===== config.mk =====
export PLATFORM = sky130hd
export DESIGN_NAME = pipe_stage_ctrl
export DESIGN_NICKNAME = d
export VERILOG_FILES = /design/src/rtl/pipe_pkg.sv /design/src/rtl/pipe_stage_reg.sv /design/src/rtl/pipe_stage_ctrl.sv
export SDC_FILE = /design/constraint.sdc
export NUM_CORES = 1
export LEC_CHECK = 0
export BUFFER_PORTS_ARGS = -buffer_cell sky130_fd_sc_hd__buf_2
export CAP_MARGIN = 20
export CORE_AREA = 2 2 169 171
export DETAILED_ROUTE_END_ITERATION = 8
export DIE_AREA = 0 0 171 173
export SLEW_MARGIN = 10
export SYNTH_ARGS = -nofsm -noshare
export SYNTH_HDL_FRONTEND = slang
export SYNTH_SLANG_ARGS = --single-unit

===== constraint.sdc =====
create_clock -name clk -period 13.2 [get_ports clk]
set_input_delay 1.32 -clock clk [delete_from_list [all_inputs] [get_ports clk]]
set_output_delay 1.32 -clock clk [all_outputs]
set_load 0.005 [all_outputs]

===== src/rtl/pipe_pkg.sv =====
// Shared pipeline-control definitions: forward-select encodings, stage indices, operand mux.
// Latency: n/a (types, constants and a combinational helper only).
// Backpressure: n/a.
package pipe_pkg;

    // Width of the PC tag carried by every pipeline register
    localparam int TAG_W      = 32;
    localparam int NUM_STAGES = 4;

    // Stage indices into the per-register control/valid vectors
    localparam int STG_IFID  = 3;
    localparam int STG_IDEX  = 2;
    localparam int STG_EXMEM = 1;
    localparam int STG_MEMWB = 0;

    // Operand source selects coming from the forwarding unit
    typedef enum logic [1:0] {
        FWD_RF        = 2'b00,
        FWD_MEMWB_LD  = 2'b01,
        FWD_EXMEM_ALU = 2'b10,
        FWD_MEMWB_ALU = 2'b11
    } fwd_sel_e;

    // Pick one ALU operand from the register file or a bypass path
    function automatic logic [TAG_W-1:0] fwd_mux(
        input fwd_sel_e         sel,
        input logic [TAG_W-1:0] rf_dat,
        input logic [TAG_W-1:0] exmem_alu_dat,
        input logic [TAG_W-1:0] memwb_ld_dat,
        input logic [TAG_W-1:0] memwb_alu_dat
    );
        logic [TAG_W-1:0] res;
        res = rf_dat;
        case (sel)
            FWD_RF:        res = rf_dat;
            FWD_EXMEM_ALU: res = exmem_alu_dat;
            FWD_MEMWB_LD:  res = memwb_ld_dat;
            FWD_MEMWB_ALU: res = memwb_alu_dat;
            default:       res = rf_dat;
        endcase
        return res;
    endfunction

endpackage


===== src/rtl/pipe_stage_reg.sv =====
// One pipeline register: PC tag plus valid bit, loaded from its upstream stage.
// Latency: 1 cycle (registered on rising clk).
// Backpressure: wen_i=0 holds the entry; flush_i clears valid with priority, tag still follows wen_i.
module pipe_stage_reg
    import pipe_pkg::*;
(
    input  logic             clk,
    input  logic             rst,
    input  logic             wen_i,
    input  logic             flush_i,
    input  logic [TAG_W-1:0] up_tag_i,
    input  logic             up_vld_i,
    output logic [TAG_W-1:0] tag_o,
    output logic             vld_o
);

    logic [TAG_W-1:0] tag_q, tag_d;
    logic             vld_q, vld_d;

    // Next state: advance on write enable, flush only kills the valid bit so the
    // tag of a squashed slot keeps moving with it as a bubble
    always_comb begin
        tag_d = tag_q;
        vld_d = vld_q;
        if (wen_i) begin
            tag_d = up_tag_i;
            vld_d = up_vld_i;
        end
        if (flush_i) begin
            vld_d = 1'b0;
        end
    end

    // State registers, cleared asynchronously so in-flight entries vanish at once
    always_ff @(posedge clk or posedge rst) begin
        if (rst) begin
            tag_q <= '0;
            vld_q <= 1'b0;
        end else begin
            tag_q <= tag_d;
            vld_q <= vld_d;
        end
    end

    assign tag_o = tag_q;
    assign vld_o = vld_q;

endmodule


===== src/rtl/pipe_stage_ctrl.sv =====
// Pipeline control slice: PC register, four PC-tag/valid stage registers, operand forwarding
// muxes and (with PIPE_PERF_CNT_EN defined) saturating stall/flush counters.
// Latency: 1 cycle per stage, PC to MEM/WB in 4 edges; op_a/op_b are combinational.
// Backpressure: pcen holds the PC, mid_reg_write holds individual stages, stall bubbles them.
module pipe_stage_ctrl
    import pipe_pkg::*;
#(
    parameter logic [31:0] RESET_PC = 32'h0000_3000,
    parameter int          CNT_W    = 16
) (
    input  logic             clk,
    input  logic             rst,
    input  logic [31:0]      pc_next,
    input  logic             pcen,
    input  logic [3:0]       mid_reg_write,
    input  logic [3:0]       stall,
    input  logic [1:0]       forward_a,
    input  logic [1:0]       forward_b,
    input  logic [31:0]      rs_data,
    input  logic [31:0]      rt_data,
    input  logic [31:0]      exmem_alu,
    input  logic [31:0]      memwb_alu,
    input  logic [31:0]      memwb_load,
    output logic [31:0]      op_a,
    output logic [31:0]      op_b,
    output logic [31:0]      pc,
    output logic [31:0]      ifid_pc,
    output logic [31:0]      idex_pc,
    output logic [31:0]      exmem_pc,
    output logic [31:0]      memwb_pc,
    output logic [3:0]       valid,
`ifdef PIPE_PERF_CNT_EN
    output logic [CNT_W-1:0] stall_cnt,
    output logic [CNT_W-1:0] flush_cnt,
`endif
    output logic             retire
);

    // Counters of width 0 or wider than 32 make no sense for this block
    if (CNT_W < 1 || CNT_W > 32) begin : g_cnt_w_chk
        $error("pipe_stage_ctrl: CNT_W must be in 1..32");
    end

    // ------------------------------------------------------------------
    // Program counter
    // ------------------------------------------------------------------
    logic [31:0] pc_q, pc_d;

    // Load the fetch/branch target when the hazard unit allows, else hold
    always_comb begin
        pc_d = pc_q;
        if (pcen) begin
            pc_d = pc_next;
        end
    end

    // PC register, reset to the boot vector
    always_ff @(posedge clk or posedge rst) begin
        if (rst) begin
            pc_q <= RESET_PC;
        end else begin
            pc_q <= pc_d;
        end
    end

    assign pc = pc_q;

    // ------------------------------------------------------------------
    // Stage registers
    // ------------------------------------------------------------------
    logic [TAG_W-1:0] stg_tag [NUM_STAGES];
    logic             stg_vld [NUM_STAGES];
    logic [TAG_W-1:0] up_tag  [NUM_STAGES];
    logic             up_vld  [NUM_STAGES];

    // Upstream of IF/ID is the current PC as a fresh valid fetch; every other
    // register takes the pre-edge contents of the stage in front of it
    always_comb begin
        for (int i = 0; i < NUM_STAGES; i++) begin
            up_tag[i] = '0;
            up_vld[i] = 1'b0;
        end
        up_tag[STG_IFID] = pc_q;
        up_vld[STG_IFID] = 1'b1;
        for (int i = 0; i < STG_IFID; i++) begin
            up_tag[i] = stg_tag[i+1];
            up_vld[i] = stg_vld[i+1];
        end
    end

    for (genvar g = 0; g < NUM_STAGES; g++) begin : g_stage
        pipe_stage_reg u_stage_reg (
            .clk      (clk),
            .rst      (rst),
            .wen_i    (mid_reg_write[g]),
            .flush_i  (stall[g]),
            .up_tag_i (up_tag[g]),
            .up_vld_i (up_vld[g]),
            .tag_o    (stg_tag[g]),
            .vld_o    (stg_vld[g])
        );
    end

    assign ifid_pc  = stg_tag[STG_IFID];
    assign idex_pc  = stg_tag[STG_IDEX];
    assign exmem_pc = stg_tag[STG_EXMEM];
    assign memwb_pc = stg_tag[STG_MEMWB];
    assign valid    = {stg_vld[STG_IFID], stg_vld[STG_IDEX],
                       stg_vld[STG_EXMEM], stg_vld[STG_MEMWB]};
    assign retire   = stg_vld[STG_MEMWB];

    // ------------------------------------------------------------------
    // Operand forwarding (purely combinational, independent of reset)
    // ------------------------------------------------------------------
    assign op_a = fwd_mux(fwd_sel_e'(forward_a), rs_data, exmem_alu, memwb_load, memwb_alu);
    assign op_b = fwd_mux(fwd_sel_e'(forward_b), rt_data, exmem_alu, memwb_load, memwb_alu);

`ifdef PIPE_PERF_CNT_EN
    // ------------------------------------------------------------------
    // Performance counters
    // ------------------------------------------------------------------
    logic [CNT_W-1:0] stall_cnt_q, stall_cnt_d;
    logic [CNT_W-1:0] flush_cnt_q, flush_cnt_d;

    // Count PC-hold cycles and cycles with any flush; stick at all-ones
    always_comb begin
        stall_cnt_d = stall_cnt_q;
        flush_cnt_d = flush_cnt_q;
        if (!pcen && !(&stall_cnt_q)) begin
            stall_cnt_d = stall_cnt_q + CNT_W'(1);
        end
        if ((stall != 4'b0000) && !(&flush_cnt_q)) begin
            flush_cnt_d = flush_cnt_q + CNT_W'(1);
        end
    end

    // Counter registers
    always_ff @(posedge clk or posedge rst) begin
        if (rst) begin
            stall_cnt_q <= '0;
            flush_cnt_q <= '0;
        end else begin
            stall_cnt_q <= stall_cnt_d;
            flush_cnt_q <= flush_cnt_d;
        end
    end

    assign stall_cnt = stall_cnt_q;
    assign flush_cnt = flush_cnt_q;
`endif

endmodule


==> results of run 1 <==
-- synthesized netlist by cell type (all sizes together) --
library cell	instances	area, µm²
mux4	64	1460
clkbuf	3	11.3
mux2	160	1800
inv	1	3.75
nor2	5	18.8
dfstp	2	52.6
mux2i	3	30.0
dfrtp	162	4050
buf	37	298
-- layer usage --
metal / wire (µm) / up-vias / track usage [%] / share of wire, %
met5: 25 / - / 0 / 0.10
met4: 428 / 4 / 4.70 / 1.7
met3: 2030 / 30 / 5.31 / 8.1
met2: 12500 / 272 / 28.1 / 50
met1: 10200 / 2971 / 20.8 / 40
li1: - / 2529 / - / -
-- worst max path at each step --
stage	slack, ns	depth (start not counted)	from	end
2_1_floorplan	7.45	1	rst	g_stage[0].u_stage_reg.tag_o[0]$_DFFE_PP0P_
3_3_place_gp	8.89	3	forward_a[1]	op_a[25]
3_5_place_dp	8.92	3	forward_a[1]	op_a[24]
4_1_cts	8.90	3	forward_a[1]	op_a[25]
5_1_grt	9.12	4	forward_a[1]	op_a[7]
6_report	9.21	3	forward_b[0]	op_b[23]
-- cells in the final DEF (no fill, tap or decap) --
cell type  instances
inv_12             1
dfstp_2            2
nor2_1             5
clkinv_2           1
clkinv_8           5
buf_12             2
dfrtp_1          162
inv_6              2
mux4_1             4
mux2_2           158
inv_8              4
diode_2            1
buf_4              1
mux4_2            60
mux2i_1            3
buf_2            435
mux2_1             2
clkinv_4           3
clkbuf_16         17
-- layout make-up --
type	instances	share of cell area (%)
diodes	1	0.0233
clock buffers	17	3.96
clock inverters	15	1.70
inverters	1	0.0816
multi-input cells	232	30.8
flip-flops and latches	164	38.3
well taps	378	4.41
repair buffers	438	20.7
-- sequential cells by signal, indices dropped and copies added (netlist names) --
register and count:
pc 32, g_stage.u_stage_reg.tag_o 128, g_stage.u_stage_reg.vld_o 4
-- per-stage QoR --
| stage | hold slack [ns] | worst slack (ns) | util (%) | power (W) |
|---|---|---|---|---|
| floorplan | 0.482 | 7.45 | - | 0.000834 |
| global placement | 0.484 | 8.89 | 36.5 | 0.00103 |
| detailed placement | 0.491 | 8.92 | 36.5 | 0.00104 |
| CTS | 0.506 | 8.90 | 38.7 | 0.00155 |
| global route | 0.521 | 9.12 | 38.8 | 0.00161 |
| finish | 0.502 | 9.21 | 38.8 | 0.00152 |
-- where the power goes --
part | switching [W] | total, W | internal [W]
clock network | 0.000242 | 0.000500 | 0.000258
registers | 0.0000672 | 0.000667 | 0.000600
logic | 0.000147 | 0.000353 | 0.000206
-- worst max-delay path, delay by kind of cell --
kind                   cells  cell delay, ns
buffers and inverters      2            0.76
multiplexers               1            0.59
-- cell families after synthesis --
family        after synthesis
buf+inv                    41
flops                     164
mux                       227
simple gates                5
==> summary.md, run 1 <==
| Metric | Value |
|---|---|
| Sink Count | `~160` |
| Worst path cell trace | `buf_2 > mux4_2 > buf_2` |
| Lkg Pwr | `a little over 5 nW` |
| Largest net degree at the start of global routing | `roughly 100` |
| Placed cell count | `between 1000 and 1500` |
| Gpl congestion | `roughly 0.9` |
| FF-to-FF setup slack | `about 12 ns` |
| Worst Clk Skew | `0.00966 ns` |
| Storage cell area | `roughly 4100 µm²` |
| Core area | `around 28000 µm²` |
| Critical-path top delay cell | `buf_2` |
| RSZ-0062 raised after global routing | `false` |
| Final std cells w/o fill | `roughly 1200` |
| Via count | `roughly 5800` |
| DRC | `0` |
| Fin crit period | `3.99 ns` |
| Synth Area in Adders | `0%` |
| Root buf cell | `clkbuf_16` |
| Maximum clock insertion buffer count | `2` |
| Initial DRC Count | `~250` |
| Final worst-path cycle share | `between 30% and 40%` |
| Post-Synth Simple-Gate Area | `less than 1%` |
| Hold Crit Start | `g_stage[0].u_stage_reg.tag_o[4]$_DFFE_PP0P_` |
| Worst R2R End | `g_stage[2].u_stage_reg.tag_o[17]$_DFFE_PP0P_` |
| CP most frequent cell | `buf_2` |
| Yosys cell types | `14` |
| Post-CTS Setup Inserts | `0` |
| Synth Area in Compound Gates | `0%` |
| Area occupied by multi-input gates | `about 3300 µm²` |
| Hpwl dp | `just under 20 mm` |
| Yosys warnings | `0` |
| R2R depth | `1` |
| Slew at the pin closest to its max-slew limit | `roughly 1 ns` |
| Fill cells | `roughly 2700` |
| Mapped Avg Cell Area | `between 15 and 20 µm²` |
| Post-Syn Instances | `437` |
| Via-to-Cell Ratio | `between 4 and 5` |
| Initial Util | `about 28%` |
| Syn nets | `~640` |
| Final ANT Viol Nets | `0` |
| CTS tree | `yes` |
| Synth Register Bits | `~160` |
| Fmax | `250 MHz` |
| Placed cell areas | `10100 µm²` |
| Crit path capture type | `primary output` |
| Horiz. Die Dim | `about 170 µm` |
| Clk Latency, worst-skew pair | `around 0.43 ns` |
| Mux cell area share after synthesis | `roughly 43%` |
| Hold Path End | `g_stage[0].u_stage_reg.tag_o[4]$_DFFE_PP0P_` |
| Largest family of logic cells by synthesized area | `multiplexers` |
| Hold Buf Count CTS | `0` |
| Startpoint types | `input pin` |
| I/O pins | `between 400 and 500` |
| Nets | `1061` |
| Relative slew slack | `32.7%` |
| Mapped Area | `around 7700 µm²` |
| Vias in the first global route | `6078` |
| Wirelength, routed | `roughly 25 mm` |
| WL/cell | `just over 20 µm` |
| Post-Synth XOR/XNOR Area | `0%` |
| Die Y-Extent | `between 150 and 200 µm` |
| Maxcap violations | `0` |
| Final Hold Viols | `0` |
| H-tree depth | `4` |
| Critical path arrival | `around 2.7 ns` |
| PostCTS Resize Cnt | `0` |
| Num CTS Buffers | `17` |
| Max-slew violations | `0` |
| PwrDens | `about 140 nW/µm²` |
| Area grow syn2layout | `38.9%` |
| Peak VDD IR | `about 0.000091 V` |
| TNS Setup | `0 ns` |
| Gr usage total | `~17%` |
| Final Cell Area | `roughly 11000 µm²` |
| Initial antenna violation count | `5` |
| Gr ovfl total | `0` |
| Reg2Reg Launch Point | `g_stage[3].u_stage_reg.tag_o[17]$_DFFE_PP0P_` |
| Status | `finished, final reports clean` |
| Clock slew at reported path FFs | `~0.070 ns` |
| Die area | `29600 µm²` |
| Std-Cell Rows | `61` |
| Sequential fraction of the synthesis area | `between 50% and 60%` |
| Max FO, Critical Path | `32` |
| First-pass detailed-route iteration total | `4` |
| Final setup viols | `0` |
| Worst path required time | `around 12 ns` |
| First-pass GRT wire length | `~37 mm` |
| Setup Crit Path Kind | `input pin to primary output` |
| PortBufs | `about 440` |
| Hold Path Depth | `1` |
| HP Class | `register to register` |
| Fraction of layout instances using a drive strength above 1 | `79.7%` |
| Critical Path Max Stage Delay | `0.62 ns` |
Power figures use the tool's default switching activity.
==> run 2: changes to the inputs <==
==> constraint.sdc (replaced) <==
create_clock -name clk -period 3.5 [get_ports clk]
set_input_delay 0.35 -clock clk [delete_from_list [all_inputs] [get_ports clk]]
set_output_delay 0.35 -clock clk [all_outputs]
set_load 0.005 [all_outputs]
==> run 2 against run 1 <==
Clock skew is 0.00052 ns higher. Flip-flop and latch count stayed put. Critical endpoint is now op_b[10]. Non-clock buffer count is 4 higher. Worst setup slack worse by 7.9 ns. Cell count is 0.40% higher. Total power grew to 3.8 times the previous value. Clock power grew to 4.0 times the previous value. Largest power group unchanged. Count of clock-buffer cells in the layout is 2 higher. Sequential power grew to 3.7 times the previous value. Worst hold slack worse by 0.43 ns. Cell area is 0.48% higher. First-iteration DRC count is 9.2% higher.
==> summary.md, run 2 (synthesis gave the netlist of run 1 again) <==
| Metric | Value |
|---|---|
| Post-CTS Setup Inserts | `0 (unchanged)` |
| Initial DRC Count | `274 (+9.2%)` |
| Worst path bufs/invs | `3 (+1)` |
| Lkg Pwr | `5.10 nW (+0.54%)` |
| Placed cell count | `1217 (+0.50%)` |
| Fraction of layout instances using a drive strength above 1 | `79.7% (about the same)` |
| Worst path cell trace | `buf_2 > buf_4 > mux4_2 > buf_2` |
| Final worst-path cycle share | `between 60 and 70%` |
| Critical Path Max Stage Delay | `0.55 ns (-0.07 ns)` |
| HP Class | `input pin to register` |
| Fmax | `around 450 MHz` |
| Gr usage total | `17.9% (+1.1 points)` |
| Crit path capture type | `primary output` |
| Initial antenna violation count | `4 (-1)` |
| Initial Util | `28.0% (unchanged)` |
| Root buf cell | `clkbuf_16` |
| Num CTS Buffers | `17 (unchanged)` |
| Final setup viols | `0 (unchanged)` |
| First-pass detailed-route iteration total | `4 (unchanged)` |
| CP most frequent cell | `buf_2` |
| Clk Latency, worst-skew pair | `0.42 ns (about the same)` |
| CTS tree | `yes` |
| Gr ovfl total | `0 (unchanged)` |
| Via count | `5741 (-1.1%)` |
| Nets | `1065 (+0.38%)` |
| Max reg flops | `128 (unchanged)` |
| Clock slew at reported path FFs | `0.07 ns (about the same)` |
| WHS | `0.0713 ns (-0.430 ns)` |
| TNS Setup | `0 ns (unchanged)` |
| Peak VDD IR | `0.000316 V (+250%)` |
| Worst path required time | `3.15 ns (-8.73 ns)` |
| Critical path arrival | `1.88 ns (-0.79 ns)` |
| Top Family by Delay on Critical Path | `buffers and inverters` |
| Maximum clock insertion buffer count | `2 (unchanged)` |
| Max-slew violations | `0 (unchanged)` |
| Sink Count | `164 (unchanged)` |
| WL/cell | `21.5 µm (+6.7%)` |
| Status | `finished, final reports clean` |
| Via-to-Cell Ratio | `4.59 (-1.5%)` |
| Core area | `27600 µm² (unchanged)` |
| Area grow syn2layout | `39.5%` |
| PortBufs | `435 (unchanged)` |
| Std-Cell Rows | `61 (unchanged)` |
| Critical-path top delay cell | `mux4_2` |
| H-tree depth | `4 (unchanged)` |
| Die Y-Extent | `173 µm (unchanged)` |
| Fill cells | `2724 (+1.2%)` |
| Hold Buf Count CTS | `0 (unchanged)` |
| Startpoint types | `input pin` |
| Die area | `29600 µm² (unchanged)` |
| FF-to-FF setup slack | `2.69 ns (-9.69 ns)` |
| Final Hold Viols | `0 (unchanged)` |
| Gpl congestion | `0.953 (+4.2%)` |
| Horiz. Die Dim | `171 µm (unchanged)` |
| First-pass GRT wire length | `39.3 mm (+4.9%)` |
| Hpwl dp | `21.1 mm (+9.7%)` |
| Worst Clk Skew | `0.0102 ns (+0.000525 ns)` |
| RSZ-0062 raised after global routing | `false` |
| Vias in the first global route | `5975 (-1.7%)` |
| DRC | `0 (unchanged)` |
| Most frequent cells in the layout | `buf_2 (435), dfrtp_1 (162), mux2_2 (158), mux4_2 (60), clkbuf_16 (17)` |
| Largest net degree at the start of global routing | `54 (-47%)` |
| Slew at the pin closest to its max-slew limit | `1.00 ns (-0.00624 ns)` |
| Fin crit period | `2.23 ns` |
| Wirelength, routed | `26.9 mm (+7.1%)` |
| PostCTS Resize Cnt | `0 (unchanged)` |
| Maxcap violations | `0 (unchanged)` |
| Max FO, Critical Path | `20 (-38%)` |
| Final std cells w/o fill | `1251 (+0.40%)` |
| PnR Total Power | `0.00584 W (+280%)` |
| Most common cell after layout, fill and taps aside | `buf_2` |
| PwrDens | `542 nW/µm² (+280%)` |
| I/O pins | `436 (unchanged)` |
| Final ANT Viol Nets | `0 (unchanged)` |
| Setup Crit Path Kind | `input pin to primary output` |
| Relative slew slack | `33.1% (+0.42 points)` |
==> run 2: final timing paths <==
| kind | start | endpoint | cells past startpoint |
|---|---|---|---|
| max in group asynchronous | rst | g_stage[1].u_stage_reg.tag_o[19]$_DFFE_PP0P_ | 4 |
| min in group asynchronous | rst | g_stage[0].u_stage_reg.tag_o[2]$_DFFE_PP0P_ | 2 |
| max reg2reg | g_stage[3].u_stage_reg.tag_o[23]$_DFFE_PP0P_ | g_stage[2].u_stage_reg.tag_o[23]$_DFFE_PP0P_ | 1 |
| max | forward_b[1] | op_b[10] | 4 |
| min reg2reg | g_stage[0].u_stage_reg.tag_o[8]$_DFFE_PP0P_ | g_stage[0].u_stage_reg.tag_o[8]$_DFFE_PP0P_ | 1 |
| min | stall[3] | g_stage[3].u_stage_reg.vld_o$_DFFE_PP0P_ | 2 |
==> run 2: layer usage <==
layer  global-route usage, %  vias to the layer above  wire, µm
met2                    30.4                      218     13600
met3                    4.26                       29      1580
met1                    22.9                     2976     11200
met5                       0                        -        26
li1                        -                     2514         -
met4                    4.80                        4       466
==> run 2: through the flow <==
stage          area (µm²)  setup WS (ns)  utilization, %
6_report            10800           1.27            39.0
5_1_grt             10800           1.13            39.0
4_1_cts             10800           1.22            39.0
3_5_place_dp        10100           1.21            36.7
3_3_place_gp        10100           1.22            36.7
2_1_floorplan        7730           1.07               -
==> run 2: cell type report <==
type                            instances  area, µm²  share of cell area [%]
Sequential cell                       164       4110                    38.1
Multi-Input combinational cell        232       3310                    30.7
Timing Repair Buffer                  442       2250                    20.9
Tap cell                              378        473                    4.39
Clock buffer                           19        443                    4.11
Clock inverter                         13        185                    1.72
Inverter                                1       7.51                  0.0696
Antenna cell                            2       5.00                  0.0464
==> run 2: power by group <==
part / internal [W] / switching [W] / total, W
logic: 0.000780 / 0.000578 / 0.00136
clock network: 0.00117 / 0.000806 / 0.00198
registers: 0.00226 / 0.000240 / 0.00250
total: 0.00422 / 0.00162 / 0.00584
==> run 3: changes to the inputs <==
==> constraint.sdc (replaced) <==
create_clock -name clk -period 1.9 [get_ports clk]
set_input_delay 0.19 -clock clk [delete_from_list [all_inputs] [get_ports clk]]
set_output_delay 0.19 -clock clk [all_outputs]
set_load 0.005 [all_outputs]
==> run 3 against run 2 <==
Sequential share of layout area down 1.9 points. Sequential power increased by 85%. Largest power group unchanged. Highest routed layer is now met4. Critical endpoint is now op_b[31]. Global-route usage about the same. Worst hold slack gained 0.24 ns. Routed wire length is essentially flat.
==> summary.md, run 3 (synthesis gave the netlist of run 1 again) <==
| Metric | Value |
|---|---|
| Post-CTS Setup Inserts | `0 (unchanged)` |
| Reg2Reg Launch Point | `g_stage[3].u_stage_reg.tag_o[3]$_DFFE_PP0P_` |
| Final setup viols | `0 (unchanged)` |
| H-tree depth | `4 (unchanged)` |
| Vias in the first global route | `6143 (+2.8%)` |
| I/O pins | `436 (unchanged)` |
| Slew at the pin closest to its max-slew limit | `0.487 ns (-0.516 ns)` |
| FF-to-FF setup slack | `1.08 ns (-1.61 ns)` |
| Max FO, Critical Path | `11 (-45%)` |
| R2R depth | `1 (unchanged)` |
| Final std cells w/o fill | `1298 (+3.8%)` |
| Startpoint types | `input pin` |
| HP Class | `input pin to register` |
| Sink Count | `164 (unchanged)` |
| Root buf cell | `clkbuf_16` |
| Final ANT Viol Nets | `0 (unchanged)` |
| CTS tree | `yes` |
| Hold Crit Start | `mid_reg_write[2]` |
| Worst Clk Skew | `0.0105 ns (+0.000298 ns)` |
| Horiz. Die Dim | `171 µm (unchanged)` |
| Status | `finished, final reports clean` |
| Core area | `27600 µm² (unchanged)` |
| Hold Path Depth | `3 (+1)` |
| Fraction of layout instances using a drive strength above 1 | `76.8% (-2.8 points)` |
| Hold Path End | `g_stage[2].u_stage_reg.tag_o[20]$_DFFE_PP0P_` |
| Max-slew violations | `0 (unchanged)` |
| Final Hold Viols | `0 (unchanged)` |
| Top Family by Delay on Critical Path | `buffers and inverters` |
| Fin crit period | `1.55 ns` |
| Crit path capture type | `primary output` |
| TNS Setup | `0 ns (unchanged)` |
| Critical Path Max Stage Delay | `0.57 ns (+0.02 ns)` |
| Final worst-path cycle share | `roughly four fifths` |
| Via-to-Cell Ratio | `4.63 (+0.89%)` |
| Wirelength, routed | `26.9 mm (about the same)` |
| WL/cell | `20.7 µm (-3.7%)` |
| Num CTS Buffers | `17 (unchanged)` |
| Nets | `1114 (+4.6%)` |
| Setup Crit Path Kind | `input pin to primary output` |
| Relative slew slack | `67.4% (+34 points)` |
| Hpwl dp | `21.0 mm (-0.24%)` |
| CP most frequent cell | `buf_2` |
| Initial antenna violation count | `0 (-4)` |
| Lkg Pwr | `5.34 nW (+4.6%)` |
| Clock slew at reported path FFs | `0.08 ns (about the same)` |
| PortBufs | `435 (unchanged)` |
| Die area | `29600 µm² (unchanged)` |
| Gr usage total | `17.9% (-0.036 points)` |
| First-pass GRT wire length | `39.7 mm (+1.1%)` |
| Area grow syn2layout | `46.7%` |
| Gr ovfl total | `0 (unchanged)` |
| Initial Util | `28.0% (unchanged)` |
| Worst path required time | `1.71 ns (-1.44 ns)` |
| Die Y-Extent | `173 µm (unchanged)` |
| Number of diodes | `0 (-2)` |
| Critical path arrival | `1.36 ns (-0.52 ns)` |
| Maxcap violations | `0 (unchanged)` |
| Maximum clock insertion buffer count | `2 (unchanged)` |
| RSZ-0062 raised after global routing | `false` |
| Worst path cell trace | `buf_2 > buf_12 > mux4_1 > buf_2` |
| Largest net degree at the start of global routing | `52 (-3.7%)` |
| Gpl congestion | `1.01 (+6.0%)` |
| Worst R2R End | `g_stage[2].u_stage_reg.tag_o[3]$_DFFE_PP0P_` |
| PwrDens | `938 nW/µm² (+73%)` |
| First-pass detailed-route iteration total | `4 (unchanged)` |
| Most frequent cells in the layout | `buf_2 (435), dfrtp_1 (162), mux2_2 (158), mux4_2 (60), dlygate4sd3_1 (37)` |
| Initial DRC Count | `270 (-1.5%)` |
| Most common cell after layout, fill and taps aside | `buf_2` |
| Max reg flops | `128 (unchanged)` |
| Clk Latency, worst-skew pair | `0.43 ns (about the same)` |
| Std-Cell Rows | `61 (unchanged)` |
| Critical-path top delay cell | `mux4_1` |
| Worst path bufs/invs | `3 (unchanged)` |
| DRC | `0 (unchanged)` |
| Fmax | `647 MHz` |
| Via count | `6010 (+4.7%)` |
| Fill cells | `2657 (-2.5%)` |
| Peak VDD IR | `0.000518 V (+64%)` |
| Placed cell count | `1229 (+0.99%)` |
## run 3: routing by layer
metal | share of wire, % | up-vias | GRT usage [%]
li1 | - | 2616 | -
met1 | 41 | 3107 | 23.2
met2 | 50 | 265 | 29.9
met3 | 7.6 | 22 | 4.44
met4 | 1.5 | 0 | 4.48
met5 | 0 | - | 0
## run 3: cell type report
cell class                 count  area [µm²]  share of cell area (%)
clock buffer                  18         439                    3.88
tap                          378         473                    4.17
clock inverter                14         160                    1.41
sequential                   164        4110                    36.2
inverter                       1        7.51                  0.0662
timing repair buffer         491        2840                    25.1
multi-input combinational    232        3310                    29.2
## run 3: worst max-delay path by stage
stage          slack (ns)  cells past startpoint    startpoint                                           to
4_1_cts              0.33                      4  forward_b[1]                                      op_b[0]
3_5_place_dp         0.34                      4  forward_b[1]                                      op_b[0]
3_3_place_gp         0.35                      4  forward_a[1]                                     op_a[20]
5_1_grt              0.29                      4  forward_b[1]                                     op_b[31]
2_1_floorplan       -0.37                      1           rst  g_stage[0].u_stage_reg.tag_o[0]$_DFFE_PP0P_
6_report             0.35                      4  forward_b[1]                                     op_b[31]
## run 3: what timing repair did
action	in CTS	in global routing
hold buffers	37	0
hold endpoints to repair	48	0
setup endpoints to repair	0	0
resized for setup	0	0
## run 3: through the flow
stage               hold slack [ns]  area (µm²)  setup WS [ns]  util, %  total power, W
floorplan                     0.256        7730         -0.373        -         0.00579
global placement              0.250       10400          0.345     37.5         0.00724
detailed placement            0.252       10400          0.337     37.5         0.00727
CTS                           0.298       11300          0.331     41.0          0.0108
global route                  0.307       11300          0.295     41.0          0.0112
finish                        0.311       11300          0.354     41.0          0.0106
## run 3: power by group
part	leakage [nW]	internal (W)	switching, W
clock network	0.286	0.00180	0.00160
logic	3.12	0.00153	0.00108
registers	1.93	0.00417	0.000453
total	5.34	0.00750	0.00314
